**src/rtl/vfpu_job_sequencer.sv**
```systemverilog
`timescale 1ns/1ps
// Per-job sequencer for the vector FPU HWPE: launches the streamers once all are ready,
// counts accepted result beats and reports completion, length mismatches and stalls.
module vfpu_job_sequencer #(
  parameter int unsigned NB_OPERANDS    = 2,
  parameter int unsigned CNT_WIDTH      = 32,
  parameter int unsigned TIMEOUT_CYCLES = 4096
) (
  input  logic                   clk_i,
  input  logic                   rst_ni,
  input  logic                   clear_i,
  input  logic                   start_i,
  input  logic [CNT_WIDTH-1:0]   trans_size_i,
  input  logic [NB_OPERANDS-1:0] src_ready_start_i,
  input  logic [NB_OPERANDS-1:0] src_done_i,
  input  logic                   sink_ready_start_i,
  input  logic                   sink_done_i,
  input  logic                   res_valid_i,
  input  logic                   res_ready_i,
  output logic [NB_OPERANDS-1:0] src_req_start_o,
  output logic                   sink_req_start_o,
  output logic                   done_o,
  output logic                   busy_o,
  output logic                   err_o,
  output logic [CNT_WIDTH-1:0]   beat_cnt_o
);

  // state     | meaning
  // IDLE      | no job; waits for start
  // WAIT_RDY  | job accepted; waits for every streamer ready_start (size 0 skips to DONE)
  // LAUNCH    | one-cycle req_start to all streamers
  // RUN       | counting beats, collecting done pulses
  // DRAIN     | sink or all sources finished; waits for the rest
  // DONE      | one-cycle done pulse to the slave
  localparam logic [2:0] ST_IDLE     = 3'd0;
  localparam logic [2:0] ST_WAIT_RDY = 3'd1;
  localparam logic [2:0] ST_LAUNCH   = 3'd2;
  localparam logic [2:0] ST_RUN      = 3'd3;
  localparam logic [2:0] ST_DRAIN    = 3'd4;
  localparam logic [2:0] ST_DONE     = 3'd5;

  localparam int unsigned STALL_W = $clog2(TIMEOUT_CYCLES + 2);
  localparam logic [STALL_W-1:0] STALL_LIMIT = STALL_W'(TIMEOUT_CYCLES);

  logic [2:0]             state_q, state_d;
  logic [CNT_WIDTH-1:0]   size_q;
  logic [CNT_WIDTH-1:0]   cnt_q, cnt_nxt;
  logic [NB_OPERANDS-1:0] sd_q, sd_nxt;
  logic                   kd_q, kd_nxt;
  logic [STALL_W-1:0]     stall_q;
  logic                   err_q, err_set;
  logic                   beat, in_xfer, timeout_hit;

  assign beat        = res_valid_i & res_ready_i;
  assign in_xfer     = (state_q == ST_RUN) || (state_q == ST_DRAIN);
  assign sd_nxt      = sd_q | src_done_i;
  assign kd_nxt      = kd_q | sink_done_i;
  assign timeout_hit = (TIMEOUT_CYCLES != 0) && (stall_q == STALL_LIMIT);

  always_comb begin
    cnt_nxt = cnt_q;
    if (in_xfer && beat && (cnt_q != {CNT_WIDTH{1'b1}})) begin
      cnt_nxt = cnt_q + CNT_WIDTH'(1);
    end
  end

  always_comb begin
    state_d = state_q;
    err_set = in_xfer && beat && (cnt_q >= size_q);
    case (state_q)
      ST_IDLE: begin
        if (start_i) state_d = ST_WAIT_RDY;
      end
      ST_WAIT_RDY: begin
        if (size_q == '0) begin
          state_d = ST_DONE;
        end else if ((&src_ready_start_i) && sink_ready_start_i) begin
          state_d = ST_LAUNCH;
        end
      end
      ST_LAUNCH: state_d = ST_RUN;
      ST_RUN: begin
        if (timeout_hit) begin
          state_d = ST_DONE;
          err_set = 1'b1;
        end else if (kd_nxt || (&sd_nxt)) begin
          state_d = ST_DRAIN;
        end
      end
      ST_DRAIN: begin
        // Completion wins over a timeout expiring in the same cycle.
        if (kd_q && (&sd_q)) begin
          state_d = ST_DONE;
          if (cnt_nxt != size_q) err_set = 1'b1;
        end else if (timeout_hit) begin
          state_d = ST_DONE;
          err_set = 1'b1;
        end
      end
      ST_DONE: state_d = ST_IDLE;
      default: state_d = ST_IDLE;
    endcase
  end

  always_ff @(posedge clk_i or negedge rst_ni) begin
    if (!rst_ni) begin
      state_q <= ST_IDLE;
      size_q  <= '0;
      cnt_q   <= '0;
      sd_q    <= '0;
      kd_q    <= 1'b0;
      stall_q <= '0;
      err_q   <= 1'b0;
    end else if (clear_i) begin
      state_q <= ST_IDLE;
      size_q  <= '0;
      cnt_q   <= '0;
      sd_q    <= '0;
      kd_q    <= 1'b0;
      stall_q <= '0;
      err_q   <= 1'b0;
    end else begin
      state_q <= state_d;
      if ((state_q == ST_IDLE) && start_i) begin
        size_q  <= trans_size_i;
        cnt_q   <= '0;
        sd_q    <= '0;
        kd_q    <= 1'b0;
        stall_q <= '0;
        err_q   <= 1'b0;
      end else begin
        cnt_q <= cnt_nxt;
        if (err_set) err_q <= 1'b1;
        if (in_xfer) begin
          sd_q <= sd_nxt;
          kd_q <= kd_nxt;
          if (beat) begin
            stall_q <= '0;
          end else if (stall_q != {STALL_W{1'b1}}) begin
            stall_q <= stall_q + STALL_W'(1);
          end
        end else begin
          stall_q <= '0;
        end
      end
    end
  end

  assign src_req_start_o  = {NB_OPERANDS{state_q == ST_LAUNCH}};
  assign sink_req_start_o = (state_q == ST_LAUNCH);
  assign done_o           = (state_q == ST_DONE);
  assign busy_o           = (state_q != ST_IDLE);
  assign err_o            = err_q;
  assign beat_cnt_o       = cnt_q;

endmodule
```
**config.mk**
```make
export PLATFORM = sky130hd
export DESIGN_NAME = vfpu_job_sequencer
export DESIGN_NICKNAME = d
export VERILOG_FILES = /design/src/rtl/vfpu_job_sequencer.sv
export SDC_FILE = /design/constraint.sdc
export NUM_CORES = 1
export LEC_CHECK = 0
export CAP_MARGIN = 25
export CELL_PAD_IN_SITES_DETAIL_PLACEMENT = 2
export CELL_PAD_IN_SITES_GLOBAL_PLACEMENT = 2
export CORE_ASPECT_RATIO = 1.75
export CORE_UTILIZATION = 33
export CTS_CLUSTER_DIAMETER = 60
export DETAILED_ROUTE_END_ITERATION = 8
export PLACE_DENSITY_LB_ADDON = 0.3
export SYNTH_ARGS = -nofsm -noshare
export SYNTH_HDL_FRONTEND = slang
export SYNTH_SLANG_ARGS = --single-unit
```
**constraint.sdc**
```tcl
create_clock -name clk_i -period 4.2 [get_ports clk_i]
set_clock_uncertainty 0.05 [all_clocks]
set_input_delay 0.84 -clock clk_i [delete_from_list [all_inputs] [get_ports clk_i]]
set_output_delay 0.84 -clock clk_i [all_outputs]
set_load 0.05 [all_outputs]
```
==> results of run 1 <==
## synth_stat cells, types with 8 or more instances
| master | count | area (sq um) |
|---|---|---|
| nand2_1 | 94 | 352.8 |
| dfrtp_1 | 84 | 2102 |
| nor2_1 | 80 | 300.3 |
| a21oi_1 | 54 | 270.3 |
| inv_1 | 37 | 138.9 |
| ha_1 | 35 | 437.9 |
| xnor2_1 | 33 | 289.0 |
| nand3_1 | 31 | 155.2 |
| xor2_1 | 26 | 227.7 |
| nand4_1 | 20 | 125.1 |
| clkbuf_1 | 17 | 63.81 |
| and3_1 | 15 | 93.84 |
| nor3_1 | 14 | 70.07 |
| nor4_1 | 12 | 75.07 |
| o21ai_0 | 11 | 55.05 |
| a21o_1 | 9 | 67.56 |
| nor2b_1 | 8 | 50.05 |
## per-stage QoR
stage | power [mW] | setup slack (ns) | utilization | hold WS, ns | cells
2_1_floorplan | 1.558 | 0.7927 | - | 0.4302 | 689
3_3_place_gp | 1.897 | 0.1393 | 0.4038 | 0.4572 | 988
3_5_place_dp | 1.951 | 0.02797 | 0.4038 | 0.4917 | 988
4_1_cts | 2.797 | 0.3911 | 0.4210 | 0.5094 | 1004
5_1_grt | 2.900 | 0.1599 | 0.4226 | 0.2305 | 1005
6_report | 2.765 | 0.3257 | 0.4226 | 0.2358 | 1005
## routing by layer
layer	up-vias	track usage	routed length, um
met2	114	0.5548	14030
met1	2892	0.2840	8881
met3	52	0.02875	510
met5	-	0	0
met4	0	0.1310	1085
li1	2582	-	-
## power by group through the flow
stage	combinational [mW]	clock, mW	sequential (mW)
after CTS	0.933	0.854	1.01
after floorplan	0.608	0	0.950
after detailed placement	0.927	0	1.02
after global placement	0.879	0	1.02
final	0.924	0.832	1.01
after global routing	1.01	0.878	1.02
## worst paths after layout
kind	startpoint	end	slack, ns	depth (start not counted)
worst min register to register	size_q[12]$_DFFE_PN0N_	size_q[12]$_DFFE_PN0N_	0.51	2
min in group clk_i	size_q[12]$_DFFE_PN0N_	size_q[12]$_DFFE_PN0N_	0.51	2
worst min-delay path	rst_ni	state_q[0]$_DFFE_PN0P_	0.24	1
worst max register to register	beat_cnt_o[18]$_DFF_PN0_	err_o$_DFFE_PN0P_	0.37	11
worst max-delay path	res_valid_i	err_o$_DFFE_PN0P_	0.33	11
max in group asynchronous	rst_ni	size_q[18]$_DFFE_PN0N_	3.05	3
## cell type report
type	count	area [sq um]
Clock inverter	5	61.31
Multi-Input combinational cell	535	3395
Tap cell	227	284.0
Clock buffer	11	232.7
Inverter	37	138.9
Timing Repair Buffer	106	1016
Fill cell	1978	9876
Sequential cell	84	2102
## flip-flops by register name, summed over array words and instances (netlist names)
| signal | count |
|---|---|
| beat_cnt_o | 32 |
| size_q | 32 |
| stall_q | 13 |
| state_q | 3 |
| sd_q | 2 |
| err_o | 1 |
| kd_q | 1 |
## kinds of logic (layout without fill, tap and decap cells)
family,after synthesis,count (layout)
AOI/OAI and AO/OA,123,123
xor gates and xnor gates,60,60
adders and majority gates,35,35
buffers and inverters,70,159
DFF,84,84
muxes,4,4
and+or+nand+nor,313,313
## placed cells by master, fill, tap and decap left out, types with 6 or more instances in the layout
| master | n |
|---|---|
| a21o_1 | 9 |
| a21oi_1 | 54 |
| a31oi_1 | 6 |
| and3_1 | 15 |
| buf_4 | 25 |
| clkbuf_16 | 9 |
| clkdlybuf4s50_1 | 80 |
| dfrtp_1 | 84 |
| ha_1 | 35 |
| inv_1 | 37 |
| nand2_1 | 94 |
| nand3_1 | 31 |
| nand4_1 | 20 |
| nor2_1 | 80 |
| nor2b_1 | 8 |
| nor3_1 | 14 |
| nor4_1 | 12 |
| o21ai_0 | 11 |
| xnor2_1 | 33 |
| xor2_1 | 26 |
## critical path, cell delays in order
cell	delay (ns)
clkdlybuf4s50_1	0.48
and2_1	0.24
o21ai_1	0.29
a311oi_2	0.67
nand3_1	0.28
a32oi_1	0.31
nand4_1	0.12
nor4_1	0.25
nand4_1	0.19
o31ai_1	0.25
a31oi_1	0.11
==> summary.md, run 1 <==
| Metric | Value |
|---|---|
| Nets | `852` |
| Power per cell area | `382.4 nW/um^2` |
| Clock share of power | `0.301` |
| Final setup TNS | `0 ns` |
| Gate Count Post-Synth | `689` |
| Fin crit share | `0.9225` |
| I/O Buffers | `81` |
| VDD IR max | `0.0001937 V` |
| Die area | `18170 sq um` |
| H-tree depth | `3` |
| Detailed-route via count | `5640` |
| Top_reg_cell synth | `dfrtp_1` |
| Initial antenna violation count | `0` |
| Largest family of logic cells by synthesized area | `simple AND/OR/NAND/NOR gates` |
| Largest net degree at the start of global routing | `70` |
| Ant diodes | `0` |
| Worst-margin pin slew | `0.7534 ns` |
| Area of the core | `17110 sq um` |
| Combinational power share | `0.334` |
| Initial DRC Count | `128` |
| Share of cells above drive strength 1 | `0.07326` |
| DP Area | `6908 sq um` |
| Drt pass-1 iters | `4` |
| CTS root buf | `clkbuf_16` |
| EDFF count, synth | `0` |
| Pins Over Slew Limit | `0` |
| Final Cell Area | `7229 sq um` |
| Clk sinks | `84` |
| Setup crit end kind | `flop` |
| Slew Limit Headroom | `0.4939` |
| Post-synthesis adder-cell area fraction | `0.07535` |
| Die width | `102.3 um` |
| WP data arrival | `4.04 ns` |
| First-pass GRT wire length | `36980 um` |
| Avg WL per Cell | `24.38 um` |
| Syn-to-layout area delta | `24.39%` |
| Routability cong. | `0.9516` |
| Syn_nets | `768` |
| Hold-fix buffers, CTS | `0` |
| Drt drc | `0` |
| HP Class | `in2async` |
| RSZ-0062 raised after global routing | `false` |
| Vias per Instance | `5.612` |
| Critical path class | `in2reg` |
| P_sw | `1.088 mW` |
| Mux share of post-synthesis cell area | `0.007320` |
| Cell area after synthesis | `5812 sq um` |
| Worst-Skew Late Latency | `0.35 ns` |
| Sequential-to-total area share from yosys stat | `0.3617` |
| Max clock buf depth | `2` |
| Startpoint type of the worst setup path | `input port` |
| Post-cts resize count | `0` |
| Total congestion overflow | `0` |
| Row count | `63` |
| Post-synthesis cell type count | `68` |
| Synth warn | `0` |
| Power Internal | `1.677 mW` |
| Number of routed nets with antenna violations | `0` |
| Drt total wl | `24500 um` |
| Crit Path Max Fanout | `7` |
| Setup bufs post-CTS | `0` |
| CTS clk-pin slew, worst paths | `0.07 ns` |
| Leakage | `2.970 nW` |
| Io pins | `82` |
| GRT Util Overall | `0.2813` |
| Max Freq | `258.1 MHz` |
| Sw Ratio | `0.3936` |
| Syn avg cell area | `8.435 sq um` |
| Simple-Gate Fraction of Synth Area | `0.2670` |
| Die Ht | `177.6 um` |
| Synth Area in Compound Gates | `0.1417` |
| TritonCTS Buffers | `9` |
| Synthesis-stage register bit count | `84` |
| CTS tree | `yes` |
| Critical path data required time | `4.36 ns` |
| Ys async rst share | `1.000` |
| Number of global-route vias before repair | `6297` |
| Synth Area in XOR/XNOR | `0.09279` |
| Register share of total power | `0.365` |
| Hold Fails Final Rpt | `0` |
| Min Tclk post-route | `3.874 ns` |
| Max-cap violations | `0` |
| Dpl hpwl | `19210 um` |
| Status | `finished clean` |
| Initial Utilization | `0.3398` |
| Setup violators final | `0` |
No activity file was read; power rests on OpenSTA's default activity.
==> run 2: changes to the inputs <==
- REMOVE_ABC_BUFFERS: unset -> 1
==> summary.md, run 2 (same netlist as run 1, synthesis figures left out) <==
| Metric | Value |
|---|---|
| Status | `finished clean` |
| Vias per Instance | `5.575 (-0.66%)` |
| Dpl hpwl | `19110 um (-0.50%)` |
| Setup WS post-layout | `0.4826 ns (+0.1570 ns)` |
| Fin crit share | `0.8851 (-0.03737)` |
| Slew Limit Headroom | `0.4227 (-0.07118)` |
| VDD IR max | `0.0001877 V (-3.1%)` |
| Slowest CP cell | `a311oi_2` |
| Crit path cell chain | `clkdlybuf4s50_1 -> and2_1 -> o21ai_1 -> a311oi_2 -> nand3_1 -> a32oi_1 -> nand4_1 -> nor4_1 -> nand4_1 -> o31ai_1 -> a31oi_1` |
| Worst-Skew Late Latency | `0.35 ns (about the same)` |
| Critical path data required time | `4.36 ns (about the same)` |
| Final Cell Area | `7174 sq um (-0.76%)` |
| Setup crit end kind | `flop` |
| Reg2reg setup slack | `0.52 ns (+0.15 ns)` |
| Io pins | `82 (unchanged)` |
| Row count | `63 (unchanged)` |
| Worst r2r src | `beat_cnt_o[9]$_DFF_PN0_` |
| FF-to-FF End | `err_o$_DFFE_PN0P_` |
| Worst path top cell family by delay | `compound AO/OA/AOI/OAI gates` |
| H-tree depth | `3 (unchanged)` |
| DP Area | `6855 sq um (-0.76%)` |
| Top Usage Layer GRT | `met2` |
| First-pass GRT wire length | `37250 um (+0.73%)` |
| Fillers | `1914 (-3.2%)` |
| Drt total wl | `23980 um (-2.1%)` |
| GRT Util Overall | `0.2826 (+0.001311)` |
| Routing usage on met1 | `0.2914 (+0.007406)` |
| Pins Over Slew Limit | `0 (unchanged)` |
| Area of the core | `17110 sq um (unchanged)` |
| Die width | `102.3 um (unchanged)` |
| Critical path class | `in2reg` |
| Worst-margin pin slew | `0.8551 ns (+0.1017 ns)` |
| Startpoint type of the worst setup path | `input port` |
| Number of routed nets with antenna violations | `0 (unchanged)` |
| Max clock buf depth | `2 (unchanged)` |
| Total congestion overflow | `0 (unchanged)` |
| Share of cells above drive strength 1 | `0.06623 (-0.007031)` |
| Post-cts resize count | `0 (unchanged)` |
| Drt drc | `0 (unchanged)` |
| RSZ-0062 raised after global routing | `false` |
| Largest net degree at the start of global routing | `72 (+2.9%)` |
| CTS root buf | `clkbuf_16` |
| Clk sinks | `84 (unchanged)` |
| Power per cell area | `381.4 nW/um^2 (-0.27%)` |
| Max Freq | `269.0 MHz (+4.2%)` |
| Most common library cell in the layout ignoring fill and taps | `nand2_1` |
| Drt pass-1 iters | `4 (unchanged)` |
| Routability cong. | `0.9071 (-4.7%)` |
| Syn-to-layout area delta | `23.44%` |
| Setup bufs post-CTS | `0 (unchanged)` |
| Met3 usage in global routing | `0.03348 (+0.004726)` |
| CTS tree | `yes` |
| Hold-fix buffers, CTS | `0 (unchanged)` |
| Crit Path Max Fanout | `7 (unchanged)` |
| TritonCTS Buffers | `9 (unchanged)` |
| Min Hold Slack | `0.2598 ns (+0.02401 ns)` |
| I/O Buffers | `81 (unchanged)` |
| Leakage | `2.945 nW (-0.84%)` |
| CTS clk-pin slew, worst paths | `0.06 ns (about the same)` |
| Initial Utilization | `0.3398 (unchanged)` |
| CP max stage delay | `0.63 ns (-0.04 ns)` |
| HP Class | `in2async` |
| Initial antenna violation count | `0 (unchanged)` |
| Number of global-route vias before repair | `6451 (+2.4%)` |
| Die area | `18170 sq um (unchanged)` |
| Most frequent cells in the layout | `nand2_1, dfrtp_1, nor2_1, clkdlybuf4s50_1, a21oi_1` |
| Min Tclk post-route | `3.717 ns (-0.1570 ns)` |
| Top cell by count, worst path | `nand4_1` |
| Worst path bufs/invs | `1 (unchanged)` |
| Die Ht | `177.6 um (unchanged)` |
| Avg WL per Cell | `24.05 um (-1.4%)` |
| Nets | `845 (-0.82%)` |
| Detailed-route via count | `5558 (-1.5%)` |
| WP data arrival | `3.88 ns (-0.16 ns)` |
| Hold Fails Final Rpt | `0 (unchanged)` |
| Max-cap violations | `0 (unchanged)` |
| Ant diodes | `0 (unchanged)` |
| Global routing usage on met2 | `0.5386 (-0.01622)` |
| Setup violators final | `0 (unchanged)` |
| FF-to-FF path depth | `11 (unchanged)` |
| Initial DRC Count | `143 (+12%)` |
| Setup WS pre-CTS | `0.1089 ns (+0.08093 ns)` |
## run 2: cell types whose count changed in the layout (fill, tap and decap cells not counted), sizes merged
cell and delta:
clkinv +5, inv -1, clkinvlp -3, buf -7, clkbuf -2
## run 2: how the worst max path moves through the flow
| stage | endpoint | cells after the start | startpoint | slack [ns] |
|---|---|---|---|---|
| floorplan | sink_req_start_o | 1 | state_q[0]$_DFFE_PN0P_ | -0.45 |
| global placement | err_o$_DFFE_PN0P_ | 12 | res_valid_i | 0.07 |
| detailed placement | err_o$_DFFE_PN0P_ | 11 | res_valid_i | 0.11 |
| CTS | err_o$_DFFE_PN0P_ | 11 | res_ready_i | 0.47 |
| global route | err_o$_DFFE_PN0P_ | 11 | beat_cnt_o[1]$_DFF_PN0_ | 0.20 |
| finish | err_o$_DFFE_PN0P_ | 11 | res_ready_i | 0.48 |
## run 2: layout make-up
class | count | area (sq um) | share of cell area
Timing Repair Buffer | 99 | 963.4 | 0.1343
Clock buffer | 9 | 225.2 | 0.03139
Inverter | 37 | 138.9 | 0.01936
Clock inverter | 6 | 66.31 | 0.009243
Tap cell | 227 | 284.0 | 0.03959
Sequential cell | 84 | 2102 | 0.2930
Multi-Input combinational cell | 535 | 3395 | 0.4731
## run 2: stage by stage
step                      power (mW)  cells  setup TNS [ns]    util
after CTS                      2.777    996               0  0.4178
final                          2.736    997               0  0.4194
after detailed placement       1.948    981               0  0.4008
after global routing           2.882    997               0  0.4194
after global placement         1.898    981               0  0.4008
after floorplan                1.514    656          -1.340       -
## run 2: worst register-to-register path: stages, from the launching register on
cell	delay (ns)
dfrtp_1	0.54
nand3_2	0.23
or4_1	0.67
nor2_1	0.39
nor4b_1	0.41
buf_4	0.20
xnor3_1	0.13
o2111ai_1	0.12
a2111oi_2	0.33
nand3_1	0.12
o31ai_1	0.25
a31oi_1	0.11
## run 2: power by group
group / leakage, nW / internal (mW) / switching (mW) / total, mW
Sequential: 1.16 / 0.877 / 0.133 / 1.01
Combinational: 1.64 / 0.334 / 0.576 / 0.910
Clock: 0.145 / 0.459 / 0.358 / 0.817
## run 2: routing by layer
metal  wire length [um]  part of all wire  up-vias
li1                   -                 -     2575
met1               8760              0.37     2832
met2              13410              0.56      103
met3                656             0.027       48
met4               1154             0.048        0
met5                  0                 0        -
==> run 3: changes to the inputs <==
- SLEW_MARGIN: unset -> 25
==> summary.md, run 3 (same netlist as run 1, synthesis figures left out) <==
| Metric | Value |
|---|---|
| Status | `finished clean` |
| Number of global-route vias before repair | `6451 (unchanged)` |
| RSZ-0062 raised after global routing | `false` |
| GRT Util Overall | `0.2826 (unchanged)` |
| Io pins | `82 (unchanged)` |
| Most frequent cells in the layout | `nand2_1, dfrtp_1, nor2_1, clkdlybuf4s50_1, a21oi_1` |
| Sw Ratio | `0.3901 (about the same)` |
| DP Area | `6855 sq um (unchanged)` |
| Die Ht | `177.6 um (unchanged)` |
| Drt drc | `0 (unchanged)` |
| Fin cells | `996 (-0.10%)` |
| H-tree depth | `3 (unchanged)` |
| Hold Fails Final Rpt | `0 (unchanged)` |
| Syn-to-layout area delta | `23.04%` |
| Number of routed nets with antenna violations | `0 (unchanged)` |
| Setup WS post-layout | `0.4817 ns (-0.0009250 ns)` |
| P_sw | `1.066 mW (about the same)` |
| Die width | `102.3 um (unchanged)` |
| Final Cell Area | `7151 sq um (-0.33%)` |
| Top cell by count, worst path | `nand4_1` |
| Drt total wl | `24070 um (+0.37%)` |
| Largest net degree at the start of global routing | `72 (unchanged)` |
| Placed Cells | `981 (unchanged)` |
| Worst r2r src | `beat_cnt_o[1]$_DFF_PN0_` |
| WP data arrival | `3.88 ns (about the same)` |
| Setup crit end kind | `flop` |
| Detailed-route via count | `5550 (-0.14%)` |
| Initial Utilization | `0.3398 (unchanged)` |
| CTS tree | `yes` |
| Slowest CP cell | `a311oi_2` |
| Final setup TNS | `0 ns (unchanged)` |
| Critical path data required time | `4.36 ns (about the same)` |
| Pwr Total | `2.733 mW (-0.11%)` |
| Worst-Skew Late Latency | `0.35 ns (about the same)` |
| Setup violators final | `0 (unchanged)` |
| TritonCTS Buffers | `9 (unchanged)` |
| Leakage | `2.934 nW (-0.39%)` |
| Max-cap violations | `0 (unchanged)` |
| Setup bufs post-CTS | `0 (unchanged)` |
| HP Class | `in2async` |
| I/O Buffers | `81 (unchanged)` |
| Min Tclk post-route | `3.718 ns (+0.0009250 ns)` |
| Worst-margin pin slew | `0.8400 ns (-0.01506 ns)` |
| Drt pass-1 iters | `5 (+1)` |
| Power per cell area | `382.2 nW/um^2 (+0.22%)` |
| CTS clk-pin slew, worst paths | `0.06 ns (about the same)` |
| Clk sinks | `84 (unchanged)` |
| Hold-fix buffers, CTS | `0 (unchanged)` |
| Crit Path Max Fanout | `7 (unchanged)` |
| Startpoint type of the worst setup path | `input port` |
| VDD IR max | `0.0001878 V (about the same)` |
| Area of the core | `17110 sq um (unchanged)` |
| Nets | `844 (-0.12%)` |
| Total congestion overflow | `0 (unchanged)` |
| Ant diodes | `0 (unchanged)` |
| FF-to-FF path depth | `11 (unchanged)` |
| Clock share of power | `0.299 (about the same)` |
| Setup WS pre-CTS | `0.1089 ns (unchanged)` |
| Combinational power share | `0.332 (about the same)` |
| CTS root buf | `clkbuf_16` |
| CP max stage delay | `0.63 ns (about the same)` |
| Share of cells above drive strength 1 | `0.06502 (-0.001214)` |
| CP startpoint | `res_ready_i` |
| First-pass GRT wire length | `37250 um (unchanged)` |
| Crit path cell chain | `clkdlybuf4s50_1 -> and2_1 -> o21ai_1 -> a311oi_2 -> nand3_1 -> a32oi_1 -> nand4_1 -> nor4_1 -> nand4_1 -> o31ai_1 -> a31oi_1` |
| Die area | `18170 sq um (unchanged)` |
| Initial antenna violation count | `0 (unchanged)` |
| Critical path class | `in2reg` |
| Initial DRC Count | `134 (-6.3%)` |
| Slew Limit Headroom | `0.4329 (+0.01017)` |
| Power Internal | `1.667 mW (-0.15%)` |
| Routability cong. | `0.9071 (unchanged)` |
| Vias per Instance | `5.572 (about the same)` |
| Avg WL per Cell | `24.16 um (+0.47%)` |
| Dpl hpwl | `19110 um (unchanged)` |
| Row count | `63 (unchanged)` |
| Max Freq | `268.9 MHz (about the same)` |
| Max clock buf depth | `2 (unchanged)` |
| Fin crit share | `0.8853 (about the same)` |
| Most common library cell in the layout ignoring fill and taps | `nand2_1` |
| Pins Over Slew Limit | `0 (unchanged)` |
| Post-cts resize count | `0 (unchanged)` |
| Register share of total power | `0.370 (about the same)` |
run 3: cell types whose count changed in the layout (fill, tap and decap cells not counted):
cell	previous run	this run
buf_16	1	0
buf_4	18	17
buf_6	0	1
run 3: final cells by class:
class | instances | area (sq um)
multi-input cells | 535 | 3395
fillers | 1914 | 9955
clock buffers | 9 | 225.2
well taps | 227 | 284.0
inverters | 37 | 138.9
clock inverters | 6 | 66.31
flip-flops and latches | 84 | 2102
repair buffers | 98 | 939.7
run 3: power by group through the flow:
stage | clock network, mW | logic [mW] | registers [mW]
global route | 0.865 | 0.992 | 1.02
detailed placement | 0 | 0.922 | 1.03
finish | 0.816 | 0.906 | 1.01
global placement | 0 | 0.878 | 1.02
CTS | 0.838 | 0.928 | 1.01
floorplan | 0 | 0.548 | 0.966
run 3: final timing paths:
check	endpoint	slack, ns
min in group clk_i	sd_q[1]$_DFFE_PN0P_	0.50
setup reg to reg	err_o$_DFFE_PN0P_	0.49
hold reg to reg	sd_q[1]$_DFFE_PN0P_	0.50
hold / removal	state_q[0]$_DFFE_PN0P_	0.44
max in group asynchronous	beat_cnt_o[11]$_DFF_PN0_	2.88
setup / recovery	err_o$_DFFE_PN0P_	0.48
run 3: worst max-delay path: cells and delay by family:
family | cells | cell delay, ns
compound gates | 5 | 1.51
simple gates | 5 | 1.05
buf+inv | 1 | 0.48
run 3: per-layer routing:
layer	vias up	track usage	wire, um
met5	-	0	0
met3	48	0.03348	598
li1	2571	-	-
met4	0	0.1500	1161
met1	2831	0.2914	8801
met2	100	0.5386	13510
run 3: metrics by stage:
| stage | hold slack [ns] | utilization |
|---|---|---|
| finish | 0.4423 | 0.4180 |
| floorplan | 0.4302 | - |
| global placement | 0.4621 | 0.4008 |
| CTS | 0.5100 | 0.4178 |
| global route | 0.5004 | 0.4180 |
| detailed placement | 0.4951 | 0.4008 |
